### src/rtl/qspi_quad_reader.sv
// qspi_quad_reader: Quad I/O Fast Read (0xEB) engine with a 4-entry show-ahead byte FIFO; QSPI_CONT_READ_EN enables continuous-read mode
module qspi_quad_reader #(
  parameter int DUMMY_CYCLES = 4,
  parameter int RD_LAT = 1,
  parameter int CS_HIGH = 4
) (
  input  logic        spiclk,
  input  logic        rstn,
  input  logic        req,
  input  logic [23:0] addr,
  input  logic        stop,
  output logic        busy,
  output logic [7:0]  dout,
  output logic        dvalid,
  input  logic        dready,
  output logic        spiclken,
  output logic        spiss2,
  input  logic [3:0]  spiin,
  output logic [3:0]  spiout,
  output logic        spiz0,
  output logic        spiz1
);
  typedef enum logic [2:0] {IDLE, CMD, ADDR, MODE, DUMMY, DATA, DRAIN, DESEL} state_t;
  localparam logic [7:0] CMD_BYTE = 8'hEB;
`ifdef QSPI_CONT_READ_EN
  localparam logic [7:0] MODE_BYTE = 8'hA0;
`else
  localparam logic [7:0] MODE_BYTE = 8'hFF;
`endif
  state_t state, state_d, nxt;
  logic [7:0] cnt, cnt_d;
  logic [23:0] addr_q;
  logic stop_q, stop_d, cont, stall, adv, last, dclk, push, pop;
  logic [7:0] fifo [4];
  logic [1:0] wp, rp, infl;
  logic [2:0] fcnt;
  logic [RD_LAT-1:0] pv, pl;
  logic [3:0] hi_q;
  assign stall = ({1'b0, fcnt} + {2'b00, infl}) >= 4'd3;
  assign busy = (state != IDLE) || (fcnt != 3'd0);
  assign dvalid = fcnt != 3'd0;
  assign dout = dvalid ? fifo[rp] : 8'h00;
  assign dclk = (state == DATA) && spiclken;
  assign push = pv[RD_LAT-1] && pl[RD_LAT-1];
  assign pop = dvalid && dready;
  // next state, shift counter and pad drive for each phase
  always_comb begin
    state_d = state;
    cnt_d = cnt;
    stop_d = stop_q;
    nxt = state;
    adv = 1'b0;
    last = 1'b0;
    spiss2 = 1'b1;
    spiclken = 1'b0;
    spiout = 4'h0;
    spiz0 = 1'b1;
    spiz1 = 1'b1;
    case (state)
      IDLE: begin
        spiss2 = 1'b0;
        if (req && !busy) begin
          state_d = cont ? ADDR : CMD;
          cnt_d = '0;
          stop_d = 1'b0;
        end
      end
      CMD: begin
        spiclken = !stall;
        adv = !stall;
        nxt = ADDR;
        last = cnt == 8'd7;
        spiout = {3'b000, CMD_BYTE[3'd7 - cnt[2:0]]};
        spiz0 = 1'b0;
      end
      ADDR: begin
        spiclken = !stall;
        adv = !stall;
        nxt = MODE;
        last = cnt == 8'd5;
        spiout = 4'(addr_q >> (5'd20 - {cnt[2:0], 2'b00}));
        spiz0 = 1'b0;
        spiz1 = 1'b0;
      end
      MODE: begin
        spiclken = !stall;
        adv = !stall;
        nxt = DUMMY;
        last = cnt[0];
        spiout = cnt[0] ? MODE_BYTE[3:0] : MODE_BYTE[7:4];
        spiz0 = 1'b0;
        spiz1 = 1'b0;
      end
      DUMMY: begin
        spiclken = !stall;
        adv = !stall;
        nxt = DATA;
        last = cnt == 8'(DUMMY_CYCLES - 1);
      end
      DATA: begin
        if (!cnt[0] && stall) begin
          if (stop || stop_q) state_d = DRAIN;
        end else begin
          spiclken = 1'b1;
          cnt_d = {7'b0, ~cnt[0]};
          stop_d = stop_q | stop;
          if (cnt[0] && (stop || stop_q)) state_d = DRAIN;
        end
      end
      DRAIN: begin
        spiss2 = 1'b0;
        adv = 1'b1;
        nxt = DESEL;
        last = cnt == 8'(RD_LAT - 1);
      end
      default: begin
        spiss2 = 1'b0;
        adv = 1'b1;
        nxt = IDLE;
        last = cnt == 8'(CS_HIGH - 1);
      end
    endcase
    if (adv) begin
      cnt_d = last ? '0 : cnt + 8'd1;
      if (last) state_d = nxt;
    end
  end
  // FSM state, counter, pending stop and latched address
  always_ff @(posedge spiclk) begin
    if (!rstn) begin
      state <= IDLE;
      cnt <= '0;
      stop_q <= 1'b0;
      addr_q <= '0;
    end else begin
      state <= state_d;
      cnt <= cnt_d;
      stop_q <= stop_d;
      if (state == IDLE && req && !busy) addr_q <= addr;
    end
  end
`ifdef QSPI_CONT_READ_EN
  // flash stays in continuous-read mode once a full mode byte of 0xA0 has gone out
  always_ff @(posedge spiclk) begin
    if (!rstn) cont <= 1'b0;
    else if (state == MODE && cnt[0] && !stall) cont <= 1'b1;
  end
`else
  assign cont = 1'b0;
`endif
  // read-latency pipeline, nibble capture and FIFO pointers
  always_ff @(posedge spiclk) begin
    if (!rstn) begin
      pv <= '0;
      pl <= '0;
      hi_q <= '0;
      wp <= '0;
      rp <= '0;
      fcnt <= '0;
      infl <= '0;
    end else begin
      pv[0] <= dclk;
      pl[0] <= cnt[0];
      for (int i = 1; i < RD_LAT; i++) begin
        pv[i] <= pv[i-1];
        pl[i] <= pl[i-1];
      end
      if (pv[RD_LAT-1] && !pl[RD_LAT-1]) hi_q <= spiin;
      if (push) wp <= wp + 2'd1;
      if (pop) rp <= rp + 2'd1;
      fcnt <= fcnt + 3'(push) - 3'(pop);
      infl <= infl + 2'(dclk && cnt[0]) - 2'(push);
    end
  end
  // FIFO storage needs no reset; dout is masked while empty
  always_ff @(posedge spiclk) begin
    if (push) fifo[wp] <= {hi_q, spiin};
  end
endmodule
### config.mk
export PLATFORM = sky130hd
export DESIGN_NAME = qspi_quad_reader
export DESIGN_NICKNAME = d
export VERILOG_FILES = /design/src/rtl/qspi_quad_reader.sv
export SDC_FILE = /design/constraint.sdc
export NUM_CORES = 1
export LEC_CHECK = 0
export CORE_ASPECT_RATIO = 1.2
export CORE_MARGIN = 4
export CORE_UTILIZATION = 55
export CTS_BUF_LIST = sky130_fd_sc_hd__clkbuf_8 sky130_fd_sc_hd__clkbuf_16
export CTS_CLUSTER_DIAMETER = 80
export CTS_CLUSTER_SIZE = 10
export DETAILED_ROUTE_END_ITERATION = 16
export PLACE_DENSITY = 0.79
export SLEW_MARGIN = 25
export SYNTH_ARGS = -nofsm -noshare
export SYNTH_HDL_FRONTEND = slang
export SYNTH_SLANG_ARGS = --single-unit
### constraint.sdc
create_clock -name spiclk -period 4.7 [get_ports spiclk]
set_clock_uncertainty 0.05 [all_clocks]
set_input_delay 0.94 -clock spiclk [delete_from_list [all_inputs] [get_ports spiclk]]
set_output_delay 0.94 -clock spiclk [all_outputs]
set_load 0.01 [all_outputs]
# Word-level counts from Yosys, hierarchy flattened
# Memories as Yosys holds them, arrays and structs flattened. A register that Yosys moved wholly into a read port is not among the register bits.
# Index checks and enable logic that the tools add are counted.
# word_totals
n_memories	2
romBits	8
register_bits	51
elab_cells	101
mem_bits_rw	32
output_inout_bits	18
# mem_list
name	words	word_bits	rd	rd_clocked_by_memory_dff	write_ports	line	text
fifo	4	8	1	1	1	34	logic [7:0] fifo [4];
(no name shown)	8	1	1	0	0	73	spiout = {3'b000, CMD_BYTE[3'd7 - cnt[2:0]]};
# classes
mux	30
n_eq_ne	14
shifts	1
n_lt_le_gt_ge	2
bitwise	2
add_sub_neg	10
n_reduce_logical	29
# op_table
operator	count
$mux 8	5
$shr 24x5->4	1
$mux 3	6
$pmux 3 s6	1
$eq 8x3->1 const B	2
$pmux 8 s2	1
$pmux 4 s3	1
$logic_and 1x1->1	10
$eq 3x3->1 const B	3
$mux 1	9
$ne 3x3->1 const B	3
$reduce_bool 3->1	3
$add 8x1->8 const B	1
$eq 8x2->1 const B	1
$logic_not 8->1	1
$eq 3x2->1 const B	2
$pmux 1 s2	3
$pmux 3 s2	1
$reduce_and 3->1	2
$pmux 1 s5	1
$reduce_or 5->1	1
$sub 5x5->5 const A	1
$add 2x1->2 const B	2
$add 3x2->4	1
19 further kinds	26

# Logic depth before layout (Yosys ltp)
# Gate-level depths: netlist of the first run.
# logic_depth
depth_word	9
mapped_depth	11
mapped_depth_nobuf	11

# Worst setup path before layout of the first run
# OpenSTA, ideal clock, no wires.
# synth_path
path_type	register -> output
from	reg infl[0]
to	out spiclken
stages_incl_launch_ff	7
n_path_buf	0
slack_ns	1.965
t_arrival_ns	1.745
cell_sequence	dfxtp_1 -> ha_1 -> fa_1 -> a22o_1 -> or2_1 -> o21ai_0 -> o2bb2ai_1
# synth_via
elab_chain_cells	5
# synth_lines
item	line	text
from (decl)	35	logic [1:0] wp, rp, infl;
from (signal assigned)	172	infl <= infl + 2'(dclk && cnt[0]) - 2'(push);
$add 3x2->4 *	39	assign stall = ({1'b0, fcnt} + {2'b00, infl}) >= 4'd3;
$ge 4x2->1 *	39	
$logic_and 1x1->1	101	if (!cnt[0] && stall) begin
$mux 1	101	
$pmux 1 s2 *	59	case (state)
to (decl)	16	output logic spiclken,
# Mark *: on every way between the ends. The rest lies on a longest branch, timed or not.

# Worst setup path in the final report of the first run
# layout_path
from	reg fcnt[0]
to	out spiclken
# layout_via
elab_chain_cells	5
# layout_lines
item	line	text
from (decl)	36	logic [2:0] fcnt;
from (signal assigned)	171	fcnt <= fcnt + 3'(push) - 3'(pop);
$add 3x2->4 *	39	
$ge 4x2->1 *	39	
$logic_and 1x1->1	101	
$mux 1	101	
$pmux 1 s2 *	59	
# Marked as above.

==> results_dict.tcl, run 1 <==
set metrics [dict create \
    status "completed" \
    cts_tree "done" \
    final_area_sq_um 4760 \
    htreeDepth 3 \
    antenna_found_initial 0 \
    netlist_area_sq_um 4070 \
    synth.ff_latch_count 85 \
    ctsHoldBuffers 0 \
    row_count 34 \
    endpoint_kind "primary output" \
    rsz0062_at_grt "false" \
    cts_setup_buffers 0 \
    die_area_sq_um 8840 \
    n_antenna_cell 0 \
    pre_cts_slack_ns 1.29 \
    clkSinkCount 85 \
    syn_to_final_growth_pct 16.9 \
    cts_buffer_depth 2 \
    dp_hpwl_um 5740 \
    cts_root_buf "clkbuf_8" \
    slowest_stage "clkdlybuf4s50_1" \
    fmax_mhz 262 \
    routed_wl_um 8130 \
    route.detailed.drc 0 \
    arrival_ns 2.82 \
    maxCapViolations 0 \
    synth_ff_type "dfxtp_1" \
    grt.total_usage_pct 19.6 \
    timing.final.ws_setup_ns 0.890 \
    ys_seq_area_share_pct 49.7 \
    p_int_mw 1.46 \
    viasPerCell 5.60 \
    die_h_um 102 \
    grt-ovfl-total 0 \
    hold_ws_ns 0.406 \
    crit_chain "ha_1, fa_1, a22o_1, or2_1, o21ai_0, o2bb2ai_1, clkdlybuf4s50_1" \
    drt-wirelength-per-cell_um 15.5 \
    switching_power_uw 733 \
    drtIter0Drc 102 \
    ant_nets 0 \
    cts_buffers 9 \
    worst_slew_pin_slew_ns 0.922 \
    first_global_vias 3006 \
    postCtsResizedCells 0 \
    io_buffers 50 \
    post-route-min-period_ns 3.81 \
    place.gp.congestion 0.820 \
    p_leak_nw 1.68 \
    postSynthCellCount 395 \
    power_density_nw_per_um2 461 \
    cp-start-kind "register" \
    clkSlewWorstSetupHoldPaths_ns 0.08 \
    crit_required_ns 3.71 \
    p_clk_share_pct 23.5 \
    peakVddDrop_v 0.000352 \
    nFillCells 587 \
    placed_cells 509 \
    io_pins 51 \
    clock_latency_ns 0.35 \
    max_slew_margin_pct 38.5 \
    placeableCoreArea_sq_um 7230 \
    synth-edff-count 32 \
    dr.pass1.iters 5 \
    syn_area_per_cell_sq_um 10.3 \
    yosysWarnings 0 \
    final_layout_size_suffix_gt1_share_pct 9.43 \
    finalHoldViolations 0 \
    post-route-period-util_pct 81.1 \
    slew_viol_final 0 \
    critPathMaxStageDelay_ns 0.58 \
    syn_nets 444 \
    ys_async_sr_fraction_pct 0 \
    vias 2941 \
    fin_setup_tns_ns 0 \
    synth.distinct_cells 56 \
    setup_violations 0 \
    min_path_type "register to register" \
    start_util_pct 56.3 \
    power_frac_comb_pct 33.6 \
    nNetsFinal 479 \
    critPathKind "register to primary output" \
    chipWidth_um 86.5 \
    finalNonFillerCells 525 \
    post_dp_cell_area_sq_um 4560 \
    grt_pass1_wl_um 13700 \
    grt_max_degree 27 \
    crit_path_max_fanout 5 \
    switching_share_pct 33.5 \
    power_frac_seq_pct 42.9 \
]
-- Yosys cell counts (7+ instances only) --
master | instances | area share (%)
nand4_1 | 7 | 1.1
dfxtp_1 | 53 | 26
edfxtp_1 | 32 | 24
nand2_1 | 72 | 6.6
a21oi_1 | 30 | 3.7
inv_1 | 16 | 1.5
and2_1 | 11 | 1.7
nor2_1 | 31 | 2.9
nand3_1 | 10 | 1.2
clkbuf_1 | 16 | 1.5
mux2i_1 | 10 | 2.5
ha_1 | 14 | 4.3
mux4_2 | 12 | 6.6
-- area by class of cell --
type	count	area [sq um]	area share [%]
Clock buffer	9	124	2.60
Inverter	16	60.1	1.26
Tap cell	90	113	2.37
Sequential cell	85	2020	42.5
Timing Repair Buffer	51	508	10.7
Clock inverter	7	73.8	1.55
Multi-Input combinational cell	267	1860	39.0
-- logic make-up after synthesis --
logic type / share of synthesized area [%]
muxes: 9.10
buffers and inverters: 4.70
xor gates and xnor gates: 1.51
AOI/OAI and AO/OA: 9.56
and+or+nand+nor: 19.9
DFF: 49.7
adders and majority gates: 5.54
-- flip-flops by register name, indices dropped and copies added, names as in the netlist, named ones only --
signal	count
addr_q	24
cnt	8
fcnt	3
fifo	32
hi_q	4
infl	2
pl	1
pv	1
rp	2
state	3
stop_q	1
wp	2
-- layout by cell type (no fill, tap or decap), types with 3 or more instances in the layout --
cell type and instances:
nor2_1 31, ha_1 14, mux2i_1 10, clkbuf_8 9, inv_1 16, a31oi_1 6
dfxtp_1 53, a21oi_1 30, and2_1 11, edfxtp_1 32, xor2_1 3, nor2b_1 5
o21ai_0 3, mux4_2 12, xnor2_1 4, nor3_1 6, clkdlybuf4s50_1 50, nand2_1 72
clkinvlp_4 3, nand4_1 7, and3_1 5, a211oi_1 4, nand3_1 10
-- per-layer routing --
metal	GRT usage, %	routed length (um)	share of wire, %
met1	22.9	3390	42
met4	8.75	197	2.4
met3	4.03	402	4.9
met5	0	0	0
met2	34.7	4140	51
-- worst max-delay path, delay by kind of cell, from the launching register on --
family	cells	cell delay (ns)
buffers and inverters	1	0.58
adders and majority gates	2	0.63
DFF	1	0.37
and+or+nand+nor	1	0.28
AOI/OAI and AO/OA	3	0.61
-- power by group through the flow --
stage	clock network, mW	logic (mW)	registers, mW
5_1_grt	0.554	0.814	0.959
3_3_place_gp	0	0.725	0.955
2_1_floorplan	0	0.521	0.891
4_1_cts	0.523	0.747	0.944
6_report	0.514	0.736	0.940
3_5_place_dp	0	0.741	0.961
-- stage by stage --
stage          total power [mW]  util [%]
2_1_floorplan              1.41         -
3_3_place_gp               1.68      63.0
3_5_place_dp               1.70      63.0
4_1_cts                    2.21      65.8
5_1_grt                    2.33      65.8
6_report                   2.19      65.8
-- final timing paths --
path | from | end | slack (ns) | cells past startpoint
max | fcnt[0] | spiclken | 0.89 | 7
min | addr_q[6] | addr_q[6] | 0.41 | 2
max reg2reg | cnt[0] | state[2] | 1.73 | 7
min reg2reg | addr_q[6] | addr_q[6] | 0.41 | 2
No activity file was read; power rests on OpenSTA's default activity.
==> inputs of run 2 (changes only) <==
- clock period: 4.7 -> 3.59 ns (I/O delays scaled with it)
==> results_dict.tcl, run 2 (synthesized netlist as in run 1, its figures left out) <==
set metrics [dict create \
    status "completed" \
    setup_violations 0 \
    viasPerCell 5.51 \
    critPathKind "register to primary output" \
    grt.total_usage_pct 19.3 \
    cts_tree "done" \
    cp-start-kind "register" \
    endpoint_kind "primary output" \
    grt_pass1_wl_um 13300 \
    peakVddDrop_v 0.000489 \
    critPathMaxStageDelay_ns 0.90 \
    power_density_nw_per_um2 579 \
    syn_to_final_growth_pct 16.8 \
    finalNonFillerCells 527 \
    place.gp.congestion 0.842 \
    worstSetupStartpoint "cnt[0]" \
    grt-ovfl-total 0 \
    vias 2905 \
    timing.reg2reg.setup_slack_ns 0.76 \
    n_antenna_cell 0 \
    antenna_found_initial 0 \
    fmax_mhz 301 \
    worst_r2r_path_depth 7 \
    route.detailed.drc 0 \
    post-route-period-util_pct 92.5 \
    max_slew_margin_pct 41.1 \
    cts_buffer_depth 2 \
    largest_register_ffs 32 \
    nNetsFinal 482 \
    final_layout_size_suffix_gt1_share_pct 9.61 \
    io_buffers 50 \
    post-route-min-period_ns 3.32 \
    first_global_vias 2887 \
    pre_cts_slack_ns 0.448 \
    timing.final.ws_setup_ns 0.269 \
    chipWidth_um 86.5 \
    slowest_stage "dfxtp_1" \
    worst_slew_pin_slew_ns 0.881 \
    min_path_type "register to register" \
    crit_path_end "spiout[0]" \
    io_pins 51 \
    placeableCoreArea_sq_um 7230 \
    p_leak_nw 1.70 \
    crit_cells 4 \
    mostFrequentLayoutCells "72 x nand2_1, 53 x dfxtp_1, 49 x clkdlybuf4s50_1, 32 x edfxtp_1, 31 x nor2_1" \
    rsz0062_at_grt "false" \
    crit_chain "mux4_2, a211oi_1, o21ai_0, clkdlybuf4s50_1" \
    cp.buffers_inverters 1 \
    row_count 34 \
    crit_required_ns 2.82 \
    slew_viol_final 0 \
    clkSinkCount 85 \
    hold_ws_ns 0.407 \
    die_h_um 102 \
    cts_root_buf "clkbuf_8" \
    final_common_cell "nand2_1" \
    finalHoldViolations 0 \
    clock_latency_ns 0.34 \
    placed_cells 512 \
    dr.pass1.iters 4 \
    dp_hpwl_um 5760 \
    cts_buffers 9 \
    fin_setup_tns_ns 0 \
    rr_startpoint "cnt[0]" \
    grt_max_degree 26 \
    arrival_ns 2.55 \
    cpLargestDelayFamily "flip-flops" \
    routed_wl_um 7950 \
    drt-wirelength-per-cell_um 15.1 \
    drtIter0Drc 120 \
    ant_nets 0 \
    reg2reg_to "state[2]" \
    top_regs "fifo (32), addr_q (24), cnt (8)" \
    htreeDepth 3 \
    maxCapViolations 0 \
    hp-start "addr_q[1]" \
    clkSlewWorstSetupHoldPaths_ns 0.08 \
    regMostFlops "fifo" \
    fin_util_pct 65.7 \
    crit_path_max_fanout 20 \
    die_area_sq_um 8840 \
    start_util_pct 56.3 \
]
-- run 2: repair_timing --
| action | CTS | global route |
|---|---|---|
| gates resized for setup | 0 | 1 |
| buffers inserted | 0 | 0 |
| hold buffers | 0 | 0 |
| setup endpoints to repair | 0 | 1 |
-- run 2: cell type report --
class	count	area, sq um
inverter	16	60.1
tap	90	113
multi-input combinational	267	1860
timing repair buffer	54	546
clock buffer	9	124
sequential	85	2020
clock inverter	6	32.5
fill	591	2480
-- run 2: worst register-to-register path, stage by stage (launching register included) --
cell and delay (ns):
dfxtp_1 0.90, inv_1 0.30, ha_1 0.28, nor4b_1 0.14, a32o_1 0.26, nor2_2 0.40
nand3b_4 0.26, mux2i_1 0.18
-- run 2: power by group --
part | internal [mW] | switching (mW)
Clock | 0.240 | 0.320
Combinational | 0.492 | 0.493
Sequential | 1.10 | 0.110
Total | 1.83 | 0.923
-- run 2: worst min-delay path by stage --
stage / to / slack (ns) / cells after the start
final: addr_q[1] / 0.41 / 2
after global routing: addr_q[23] / 0.43 / 2
after CTS: addr_q[2] / 0.41 / 2
after detailed placement: addr_q[21] / 0.40 / 2
after global placement: addr_q[4] / 0.39 / 2
after floorplan: addr_q[0] / 0.38 / 2
-- run 2: routing by layer --
metal / global-route usage [%] / vias up / share of wire, %
li1: - / 1465 / -
met1: 22.9 / 1358 / 43
met2: 34.0 / 69 / 51
met3: 3.79 / 13 / 4.3
met4: 8.63 / 0 / 2.1
met5: 0 / - / 0
-- run 2: through the flow --
stage | power (mW) | instance area, sq um
final | 2.75 | 4750
after floorplan | 1.85 | 4070
after global routing | 2.94 | 4750
after detailed placement | 2.23 | 4590
after CTS | 2.79 | 4750
after global placement | 2.20 | 4590
==> inputs of run 3 (changes only) <==
- CORE_UTILIZATION: 55 -> 30
- PLACE_DENSITY: 0.79 -> 0.48
- RECOVER_POWER: default -> 25
==> results_dict.tcl, run 3 (synthesized netlist as in run 1, its figures left out) <==
set metrics [dict create \
    vias 2930 \
    worst_slew_pin_slew_ns 0.888 \
    n_antenna_cell 0 \
    grt_pass1_wl_um 14700 \
    arrival_ns 2.48 \
    start_util_pct 30.7 \
    fin_setup_tns_ns 0 \
    crit_path_max_fanout 9 \
    post-route-period-util_pct 90.3 \
    final_layout_size_suffix_gt1_share_pct 10.0 \
    io_buffers 50 \
    min_path_type "register to register" \
    row_count 46 \
    cts_buffer_depth 2 \
    final_common_cell "nand2_1" \
    die_area_sq_um 15500 \
    grt-ovfl-total 0 \
    p_total_mw 3.06 \
    ant_nets 0 \
    drt-wirelength-per-cell_um 14.7 \
    rsz0062_at_grt "false" \
    route.detailed.drc 0 \
    dr.pass1.iters 4 \
    nNetsFinal 484 \
    first_global_vias 2930 \
    htreeDepth 3 \
    dp_hpwl_um 6420 \
    cts_buffers 9 \
    holdPathStages 2 \
    met2_usage_pct 21.1 \
    grt-busiest-layer "met2" \
    cp-start-kind "register" \
    clkSinkCount 85 \
    cts_root_buf "clkbuf_16" \
    mostFrequentLayoutCells "72 x nand2_1, 53 x dfxtp_1, 45 x clkdlybuf4s50_1, 32 x edfxtp_1, 31 x nor2_1" \
    chipWidth_um 114 \
    grt.total_usage_pct 12.1 \
    hold_ws_ns 0.404 \
    die_h_um 136 \
    syn_to_final_growth_pct 22.0 \
    io_pins 51 \
    placed_cells 592 \
    critPathKind "register to primary output" \
    peakVddDrop_v 0.000337 \
    grt_max_degree 32 \
    drtIter0Drc 121 \
    regMostFlops "fifo" \
    nFillCells 1336 \
    slew_viol_final 0 \
    crit_required_ns 2.82 \
    viasPerCell 4.82 \
    clock_latency_ns 0.33 \
    p_leak_nw 1.77 \
    cts_setup_buffers 0 \
    grt.met1_usage_pct 14.5 \
    multiInputGateArea_sq_um 1860 \
    finalHoldViolations 0 \
    power_density_nw_per_um2 616 \
    endpoint_kind "primary output" \
    status "completed" \
    maxCapViolations 0 \
    top_regs "fifo (32), addr_q (24), cnt (8)" \
    cts_tree "done" \
    largest_register_ffs 32 \
    finalNonFillerCells 608 \
    worst_r2r_path_depth 7 \
    post-route-min-period_ns 3.24 \
    seq_area_sq_um 2020 \
    max_slew_margin_pct 40.6 \
    met3_usage_pct 2.82 \
    fmax_mhz 308 \
    placeableCoreArea_sq_um 13200 \
    routed_wl_um 8950 \
    place.gp.congestion 0.805 \
    clkSlewWorstSetupHoldPaths_ns 0.06 \
    antenna_found_initial 0 \
    setup_violations 0 \
]
-- run 3: routing by layer --
| metal | share of wire [%] | vias to the layer above | routed length [um] |
|---|---|---|---|
| li1 | - | 1467 | - |
| met1 | 43 | 1384 | 3860 |
| met2 | 52 | 71 | 4640 |
| met3 | 4.2 | 8 | 372 |
| met4 | 0.90 | 0 | 81 |
| met5 | 0 | - | 0 |
-- run 3: metrics by stage --
stage / utilization, % / instance area [sq um] / worst slack (ns)
2_1_floorplan: - / 4070 / 1.08
3_3_place_gp: 35.5 / 4690 / 0.479
3_5_place_dp: 35.5 / 4690 / 0.433
4_1_cts: 37.5 / 4960 / 0.0554
5_1_grt: 37.5 / 4970 / 0.136
6_report: 37.5 / 4970 / 0.347
-- run 3: final cells by class --
| class | count | share of cell area (%) |
|---|---|---|
| sequential | 85 | 40.7 |
| multi-input combinational | 267 | 37.4 |
| timing repair buffer | 56 | 11.0 |
| clock buffer | 10 | 4.81 |
| tap | 168 | 4.23 |
| inverter | 16 | 1.21 |
| clock inverter | 6 | 0.630 |
-- run 3: timing repair --
item	in CTS	in global routing
hold buffers	0	0
resized for setup	0	1
endpoints found under the setup margin	0	1
-- run 3: power by group --
| part | switching [mW] | internal [mW] |
|---|---|---|
| Sequential | 0.118 | 1.10 |
| Clock | 0.359 | 0.479 |
| Combinational | 0.498 | 0.505 |
-- run 3: final timing paths --
path	start	end	slack [ns]
worst max-delay path	cnt[1]	spiout[0]	0.35
worst min register to register	addr_q[5]	addr_q[5]	0.40
worst max register to register	cnt[0]	state[2]	0.77
worst min-delay path	addr_q[5]	addr_q[5]	0.40
-- run 3: critical path: stages (launching register included) --
cell and delay [ns]:
dfxtp_1 0.57, buf_4 0.23, mux4_2 0.50, a211oi_1 0.23, o21ai_0 0.12, clkdlybuf4s50_1 0.50
